**config.mk**
```make
export PLATFORM = sky130hd
export DESIGN_NAME = dmem_arbiter
export DESIGN_NICKNAME = d
export VERILOG_FILES = /design/src/rtl/dmem_arbiter.sv
export SDC_FILE = /design/constraint.sdc
export NUM_CORES = 1
export LEC_CHECK = 0
export ABC_CLOCK_PERIOD_IN_PS = 1700
export CAP_MARGIN = 20
export CORE_MARGIN = 8
export CORE_UTILIZATION = 23
export DETAILED_ROUTE_END_ITERATION = 12
export HOLD_SLACK_MARGIN = 0.03
export PLACE_DENSITY = 0.86
export SYNTH_ARGS = -nofsm -noshare
export SYNTH_HDL_FRONTEND = slang
export SYNTH_SLANG_ARGS = --single-unit
```
**constraint.sdc**
```tcl
create_clock -name i_clk -period 1.7 [get_ports i_clk]
set_input_delay 0.255 -clock i_clk [delete_from_list [all_inputs] [get_ports i_clk]]
set_output_delay 0.255 -clock i_clk [all_outputs]
set_load 0.005 [all_outputs]
```
**src/rtl/dmem_arbiter.sv**
```systemverilog
// rtl/dmem_arbiter.sv - CPU/debug arbiter and sequencer for the shared synchronous-read data memory
// Optional starvation guard: define DMEM_ARB_STARVE_GUARD_EN.
module dmem_arbiter #(
    parameter int ADDR_W     = 7,
    parameter int DATA_W     = 32,
    parameter int STARVE_LIM = 8
) (
    input  logic                  i_clk,
    input  logic                  i_rst,
    input  logic                  i_cpu_req,
    input  logic                  i_cpu_we,
    input  logic [ADDR_W-1:0]     i_cpu_addr,
    input  logic [DATA_W-1:0]     i_cpu_wdata,
    input  logic [DATA_W/8-1:0]   i_cpu_be,
    output logic                  o_cpu_stall,
    output logic [DATA_W-1:0]     o_cpu_rdata,
    output logic                  o_cpu_rvalid,
    input  logic                  i_dbg_req,
    input  logic                  i_dbg_we,
    input  logic [ADDR_W-1:0]     i_dbg_addr,
    input  logic [DATA_W-1:0]     i_dbg_wdata,
    input  logic [DATA_W/8-1:0]   i_dbg_be,
    output logic                  o_dbg_gnt,
    output logic [DATA_W-1:0]     o_dbg_rdata,
    output logic                  o_dbg_rvalid,
    output logic                  o_mem_en,
    output logic                  o_mem_we,
    output logic [ADDR_W-1:0]     o_mem_addr,
    output logic [DATA_W-1:0]     o_mem_wdata,
    output logic [DATA_W/8-1:0]   o_mem_be,
    input  logic [DATA_W-1:0]     i_mem_rdata
);

    typedef enum logic [1:0] {IDLE, CPU_RD, DBG_RD} state_t;

    state_t r_state;
    state_t w_next;
    logic   w_force;
    logic   w_cpu_gnt;
    logic   w_dbg_gnt;

`ifdef DMEM_ARB_STARVE_GUARD_EN
    localparam int CNT_W = $clog2(STARVE_LIM + 1);
    logic [CNT_W-1:0] r_starve;

    assign w_force = (r_starve == CNT_W'(STARVE_LIM)) && i_dbg_req;

    // Counts consecutive IDLE cycles in which debug lost to the CPU.
    always_ff @(posedge i_clk or posedge i_rst) begin
        if (i_rst) begin
            r_starve <= '0;
        end else if (!i_dbg_req || w_dbg_gnt) begin
            r_starve <= '0;
        end else if (w_cpu_gnt && (r_starve != CNT_W'(STARVE_LIM))) begin
            r_starve <= r_starve + CNT_W'(1);
        end
    end
`else
    assign w_force = 1'b0;
`endif

    // Reset gates the grants so every output is zero while it is held.
    assign w_cpu_gnt = !i_rst && (r_state == IDLE) && i_cpu_req && !w_force;
    assign w_dbg_gnt = !i_rst && (r_state == IDLE) && i_dbg_req && !w_cpu_gnt;

    always_ff @(posedge i_clk or posedge i_rst) begin
        if (i_rst) begin
            r_state <= IDLE;
        end else begin
            r_state <= w_next;
        end
    end

    always_comb begin
        w_next       = r_state;
        o_cpu_stall  = 1'b0;
        o_cpu_rdata  = '0;
        o_cpu_rvalid = 1'b0;
        o_dbg_gnt    = 1'b0;
        o_dbg_rdata  = '0;
        o_dbg_rvalid = 1'b0;
        o_mem_en     = 1'b0;
        o_mem_we     = 1'b0;
        o_mem_addr   = '0;
        o_mem_wdata  = '0;
        o_mem_be     = '0;
        if (!i_rst) begin
            case (r_state)
                IDLE: begin
                    if (w_cpu_gnt) begin
                        o_mem_en    = 1'b1;
                        o_mem_we    = i_cpu_we;
                        o_mem_addr  = i_cpu_addr;
                        o_mem_wdata = i_cpu_wdata;
                        o_mem_be    = i_cpu_be;
                        o_cpu_stall = !i_cpu_we;
                        if (!i_cpu_we) begin
                            w_next = CPU_RD;
                        end
                    end else if (w_dbg_gnt) begin
                        o_dbg_gnt   = 1'b1;
                        o_mem_en    = 1'b1;
                        o_mem_we    = i_dbg_we;
                        o_mem_addr  = i_dbg_addr;
                        o_mem_wdata = i_dbg_wdata;
                        o_mem_be    = i_dbg_be;
                        o_cpu_stall = i_cpu_req;
                        if (!i_dbg_we) begin
                            w_next = DBG_RD;
                        end
                    end
                end
                // The held cpu_req here belongs to the load being returned.
                CPU_RD: begin
                    o_cpu_rvalid = 1'b1;
                    o_cpu_rdata  = i_mem_rdata;
                    w_next       = IDLE;
                end
                DBG_RD: begin
                    o_dbg_rvalid = 1'b1;
                    o_dbg_rdata  = i_mem_rdata;
                    o_cpu_stall  = i_cpu_req;
                    w_next       = IDLE;
                end
                default: begin
                    w_next = IDLE;
                end
            endcase
        end
    end

endmodule
```
==> results of run 1 <==
==> layout make-up <==
| cell class | count | area [um^2] |
|---|---|---|
| clock buffer | 3 | 41.3 |
| multi-input combinational | 210 | 1400 |
| tap | 77 | 96.3 |
| inverter | 1 | 3.75 |
| fill | 550 | 2190 |
| sequential | 2 | 50.0 |
| timing repair buffer | 299 | 2560 |
==> routing by layer <==
metal  vias up  GRT usage
met5         -          0
met4         0     0.0568
met3        15     0.0811
met2       158      0.361
met1      1256      0.203
li1       1349          -
==> worst max-delay path, stage by stage (launching register included) <==
cell and delay [ps]:
dfrtp_1 370, or3_4 420, buf_6 130, buf_8 110, buf_6 110, buf_6 110
buf_6 100, a21oi_2 90, buf_2 130
==> cells in the mapped netlist, drive strengths merged (2+ instances only) <==
cell type / instances
and2: 64
clkbuf: 17
nand3b: 44
a21oi: 44
buf: 9
nor2: 3
dfrtp: 2
nor3b: 2
nand2: 46
==> final timing paths <==
check | start | end | slack, ps | cells past startpoint
worst max register to register | r_state[1] | r_state[1] | 240 | 5
min in group i_clk | i_cpu_req | r_state[0] | 480 | 3
worst max-delay path | r_state[1] | o_mem_wdata[17] | -340 | 8
worst min register to register | r_state[1] | r_state[1] | 640 | 3
max in group asynchronous | i_rst | r_state[1] | 1350 | 3
worst min-delay path | i_rst | r_state[0] | 240 | 3
==> cell families after synthesis <==
logic type / Yosys count / share of synthesized area
simple gates: 164 / 0.648
buf+inv: 27 / 0.0863
flops: 2 / 0.0332
compound gates: 46 / 0.232
==> what timing repair did <==
| item | CTS | global route |
|---|---|---|
| buffers inserted | 9 | 18 |
| resized for setup | 273 | 150 |
| endpoints found under the setup margin | 113 | 112 |
| endpoints found under the hold margin | 0 | 0 |
| gates cloned | 4 | 7 |
| pin swaps | 2 | 4 |
==> cells in the final DEF, fill, tap and decap left out, drive strengths merged <==
master,synthesis,layout
nor2,3,3
nor4b,1,1
a21oi,44,44
or4b,1,1
or3,1,1
dlymetal6s2s,0,2
buf,9,118
inv,1,1
nor2b,1,1
nand2b,1,1
dfrtp,2,2
nand2,46,46
nor3b,2,2
clkbuf,17,45
o21ai,1,1
dlygate4sd2,0,2
clkdlybuf4s15,0,14
bufbuf,0,1
clkdlybuf4s50,0,120
and2,64,64
nand3b,44,44
o31ai,1,1
==> through the flow <==
step	power, mW	instance area, um^2	instances
2_1_floorplan	0.331	1510	239
3_3_place_gp	0.931	4110	554
3_5_place_dp	0.945	4110	554
4_1_cts	1.15	4190	570
5_1_grt	1.29	4160	592
6_report	1.21	4160	592
==> power groups by stage <==
stage                     Clock (mW)  Combinational [mW]  Sequential (mW)
after floorplan                    0               0.275           0.0558
after global placement             0               0.877           0.0536
after detailed placement           0               0.891           0.0537
after CTS                      0.190               0.908           0.0535
after global routing           0.198                1.04           0.0535
final                          0.189               0.967           0.0533
==> qor.csv, run 1 <==
metric,value,unit
via_per_inst,4.69,
finalSetupViolations,105,
ys_types,20,
grt_pass1_vias,2797,
async_reset_ff_frac,1.00,
core,6350,um^2
failed_checks,setup timing,
ys_ff_latch,2,
hp-class,in -> async,
die_w,97.0,um
yosysWarningCount,0,
die_height,97.0,um
clkPwrFrac,0.156,
wl_met1,4.03,mm
period_minus_slack,2040,ps
powerDensity,291,nW/um^2
power.switching,404,uW
worstMarginPinSlew,264,ps
regMostFlops,r_state,
leakagePower,1.96,nW
grt-ovfl-total,0,
post-route-period-util,1.20,
grt_setup_unrepaired,true,
dr_wl_met3,1.05,mm
yosys.area.top_type_share,0.266,
hold_buffers,0,
place.gp.congestion,0.799,
fin_tns_setup,-13910,ps
syn_inst,239,
drtPass1Iterations,4,
diodes,0,
drt_wl_total,10.8,mm
required,1440,ps
drc,0,
initial_core_util,0.237,
ioPinCount,237,
critPathKind,reg -> out,
syn_area,1510,um^2
synth_flop_cell,dfrtp_1,
cts_buffers,3,
clk_latency,210,ps
ir_drop,0.000223,V
wl_met2,5.56,mm
outcome,"complete, but fails checks",
hpwlAfterDp,8.18,mm
comb_power_share,0.799,
syn_nets,363,
cts_tree,built,
antenna_found_initial,0,
fmaxAchievable,490,MHz
clock-sinks,2,
critPathArrivalTime,1780,ps
largest_reg_flops,2,
drive_gt1_frac,0.447,
startpoint_type,register,
relSlewSlack,0.822,
setup_slack,-339,ps
end_kind,primary output,
grt_use_total,0.199,
clockBufferDepth,2,
ys_seq_area_frac,0.0332,
rows,29,
place_ws,-655,ps
final_util,0.655,
syn2layout_area_growth,176,%
hold_violations,0,
top_layer,met4,
root_buffer,clkbuf_8,
ant_nets,0,
grt_pass1_wl,15.4,mm
vias,2778,
whs,239,ps
synthesis.area_per_instance,6.31,um^2
reg_top3,r_state (2),
synthTopCellsByArea,"and2_1, nand3b_1, a21oi_2, nand2_1, a21oi_1",
synth_largest_area_cell,and2_1,
slew_viol_final,0,
cts-htree-levels,1,
grt_max_degree,31,
dieArea,9400,um^2
io_buffers,236,
synth_edf_count,0,
fin_nets,641,
max-cap-violations,0,
skew,1.39,ps
pwr-share-seq,0.044,
first_iter_violations,52,
swShare,0.334,
path_clk_slew,30,ps
cp_max_fo,4,
routedWlPerCell,18.3,um
intPower,805,uW
No activity file was read; power rests on OpenSTA's default activity.
==> inputs of run 2 (changes only) <==
--- a/config.mk
+++ b/config.mk
@@ -9,6 +9,7 @@
 export CAP_MARGIN = 20
 export CORE_MARGIN = 8
 export CORE_UTILIZATION = 23
+export CTS_CLUSTER_DIAMETER = 150
 export DETAILED_ROUTE_END_ITERATION = 12
 export HOLD_SLACK_MARGIN = 0.03
 export PLACE_DENSITY = 0.86
==> results of run 2 <==
Final layout, timing and power as in run 1 (identical DEF).
